===== config.mk =====
export PLATFORM = sky130hd
export DESIGN_NAME = ddr_axi_read_checker_lane
export DESIGN_NICKNAME = d
export VERILOG_FILES = /design/src/rtl/ddr_axi_read_checker.sv
export SDC_FILE = /design/constraint.sdc
export NUM_CORES = 1
export LEC_CHECK = 0
export CAP_MARGIN = 20
export CORE_ASPECT_RATIO = 0.9
export CORE_UTILIZATION = 22
export DETAILED_ROUTE_END_ITERATION = 8
export PLACE_DENSITY = 0.85
export SYNTH_ARGS = -nofsm -noshare
export SYNTH_HDL_FRONTEND = slang
export SYNTH_SLANG_ARGS = --single-unit

===== constraint.sdc =====
create_clock -name vclk -period 1.4
set_input_delay 0.21 -clock vclk [all_inputs]
set_output_delay 0.21 -clock vclk [all_outputs]
set_load 0.005 [all_outputs]

===== src/rtl/ddr_axi_read_checker.sv =====
// AXI4 read-back checker: walks a DDR region one INCR burst at a time and compares
// every returned beat against the writer's regenerated LFSR pattern.

module ddr_axi_read_checker_lane (
  input  logic [31:0] i_data,
  input  logic [31:0] i_exp,
  output logic        o_mismatch
);
  assign o_mismatch = (i_data != i_exp);
endmodule



==> run summary <==
After the first detailed-routing iteration, the DRC count stood at 5. For the worst setup path, the data required time is 1190 ps. The logs give 367 um^2 for the area taken by multi-input logic gates and 0 for the number of antenna-violating nets in the routed design. The type of the setup path with the least slack was primary input to output pin. The total wire length is 1200 um.

STA classifies the critical path endpoint as an output pin. The number of nets in the final layout came out at 174. The maximum fanout along the worst path works out to 1.

The layer flagged by global routing as most heavily used is met2. Global routing consumed, on the met2 layer, 31.7% of the routing resources. In the global route stage, met1 resource usage came out at 10.4%. For this run, the register share of the synthesized area comes to 0%.

The tools report the area taken by flip-flops and latches as 0 um^2. The type of the worst min-delay path is primary input to output pin. The final layout contains a sequential cell count of 0. The die width is 43.8 um, and the total core area is 1460 um^2.

The post-synthesis net count is 107, and the total global routing track utilization is 13.2%. In the routed layout, each cell is associated on average with a via count of 4.38. Dividing the detail-routed wire length by the instance count gives 9.74 um. The start point of the worst min-delay path was i_exp[24].

The logs give 0 for the count of final max-slew check failures and 1740 um for the global-route wire length before repair. For the number of endpoints with negative hold slack in the final report, the log shows 0. Derived from the worst setup path, the maximum achievable clock frequency is 0.750 GHz. Setup-violating endpoint count in the final report: 0.

After technology mapping, the gate count stands at 43. Initial antenna violation count: 0. For the HPWL after detailed placement, the log shows 1180 um. After global routing the overflow that remains totals 0.

The worst pin sits at a relative slew slack of 86.4%. Once layout is complete, the utilization of the core stands at 60.3%. Setup repair after global routing left no endpoint under its margin. Together, buffers and inverters on the worst path number 2.

Entering global routing, the biggest net connects 2 pins. The layout has 0 clock buffers. In this run the power density over the cells is 254 nW/um^2.

For hold timing, the worst endpoint is o_mismatch. The run finished, with violations left. The distinct cell type count of the synthesized netlist came out at 4.

The first detailed-routing pass took 6 iterations. In the final layout, the share of cells above drive strength 1 is 28.7%. Summing every instance area after synthesis gives 347 um^2. Global routing consumed, on the met3 layer, 4.61% of the routing resources.

Standard cell area after detailed placement: 1020 um^2. Port buffering added 65 buffers. Compared with the post-synthesis result, the final layout area differs by 155%. The number of warnings reported in the yosys synthesis log is 0. The kind of start point of the critical path was a primary input.

Actual slew at the worst max-slew pin: 203 ps. The vertical extent of the die was 39.7 um; the via count of the first global-routing pass was 480. The routed layout has 539 vias.

The average instance in the mapped netlist occupies 8.06 um^2. In this design, the stage delay of the slowest critical-path cell is 250 ps. The number of cells on the worst hold path works out to 6. After floorplanning, the core was divided into 13 placement rows. The worst-case IR drop observed on VDD is 0.111 mV.

The worst hold slack was 840 ps; the final critical path time including I/O delays and setup was 1330 ps. The antenna diode count is 0, and the total DRC errors in the routed layout is 3. The logs give 123 for the cell count after placement and 1120 ps for the endpoint arrival time on the critical path.

The kind of cell with the highest combined delay along the critical path is simple AND/OR/NAND/NOR gates. Counting the fill cells in the layout gives 152. The standard cell with the maximum stage delay on the critical path is nor4_2. The portion of the clock cycle consumed by the worst path in the final layout came out at 95.3%. Total of max-cap violations: 0.

Power comes to 0.000224 W. For this design, the CTS-stage hold fixing added 0 buffers. The finished layout holds 123 standard cells, fillers aside.

For this configuration, the core starts out at a cell density of 23.7%. The checks that failed: design-rule violations. The leakage power of the design was 0.366 nW.

Traced cell by cell, the critical path runs through dlygate4sd2_1, xnor2_1, nand4_1, nor4_2, nand2_1, buf_2. Number of primary I/O pins: 65. For the final design instance area without fill, the log shows 882 um^2. For the die outline area, the log shows 1740 um^2. Routability-driven placement finished with a final weighted congestion of 0.573.
[what timing repair did]
| item | CTS | global route |
|---|---|---|
| buffers inserted | 0 | 0 |
| endpoints found under the setup margin | 1 | 1 |
| pin swaps | 40 | 32 |
| resized for setup | 99 | 53 |
[placed cells by master, fill, tap and decap left out]
| cell type | count |
|---|---|
| nor4_2 | 2 |
| buf_2 | 3 |
| nand4_1 | 8 |
| clkdlybuf4s15_1 | 26 |
| dlygate4sd2_1 | 11 |
| xnor2_1 | 31 |
| nand2_1 | 1 |
| xnor2_2 | 1 |
| clkbuf_2 | 25 |
[cells in the mapped netlist (all sizes together)]
master	instances	share of area, %
nand2	1	1.1
nand4	8	14
xnor2	32	81
nor4	2	3.6
[layer usage]
layer	wire, um	vias up
li1	-	279
met1	342	223
met5	0	-
met3	206	0
met4	0	0
met2	648	37
[per-stage QoR]
step                TNS, ps  setup slack, ps
floorplan                 0              408
global placement       -628             -628
detailed placement     -609             -609
CTS                       0            0.140
global route              0             3.31
finish                    0             66.3
[report_power, final]
group	internal [W]	total (W)	switching [W]
logic	0.000153	0.000224	0.0000705
clock network	0	0	0
registers	0	0	0
[worst min-delay path, delay by kind of cell]
family	cells	cell delay, ps
xor+xnor	1	60
buf+inv	2	180
simple gates	3	170
[logic make-up after synthesis]
| family | Yosys count | share of synthesized area, % |
|---|---|---|
| simple gates | 11 | 19.1 |
| xor+xnor | 32 | 80.9 |
[layout make-up]
type                       count  share of cell area [%]
multi-input combinational     43                    41.6
tap                           15                    2.13
timing repair buffer          65                    56.3
[how the worst max path moves through the flow]
stage                     depth (start not counted)    endpoint  slack (ps)        from
final                                             6  o_mismatch          70    i_exp[3]
after global routing                              6  o_mismatch           3    i_exp[6]
after CTS                                         6  o_mismatch         0.1  i_data[27]
after detailed placement                          6  o_mismatch        -610   i_data[7]
after global placement                            6  o_mismatch        -630   i_data[7]
after floorplan                                   4  o_mismatch         410   i_exp[13]
Note: power is estimated with default switching activity, not from simulation.
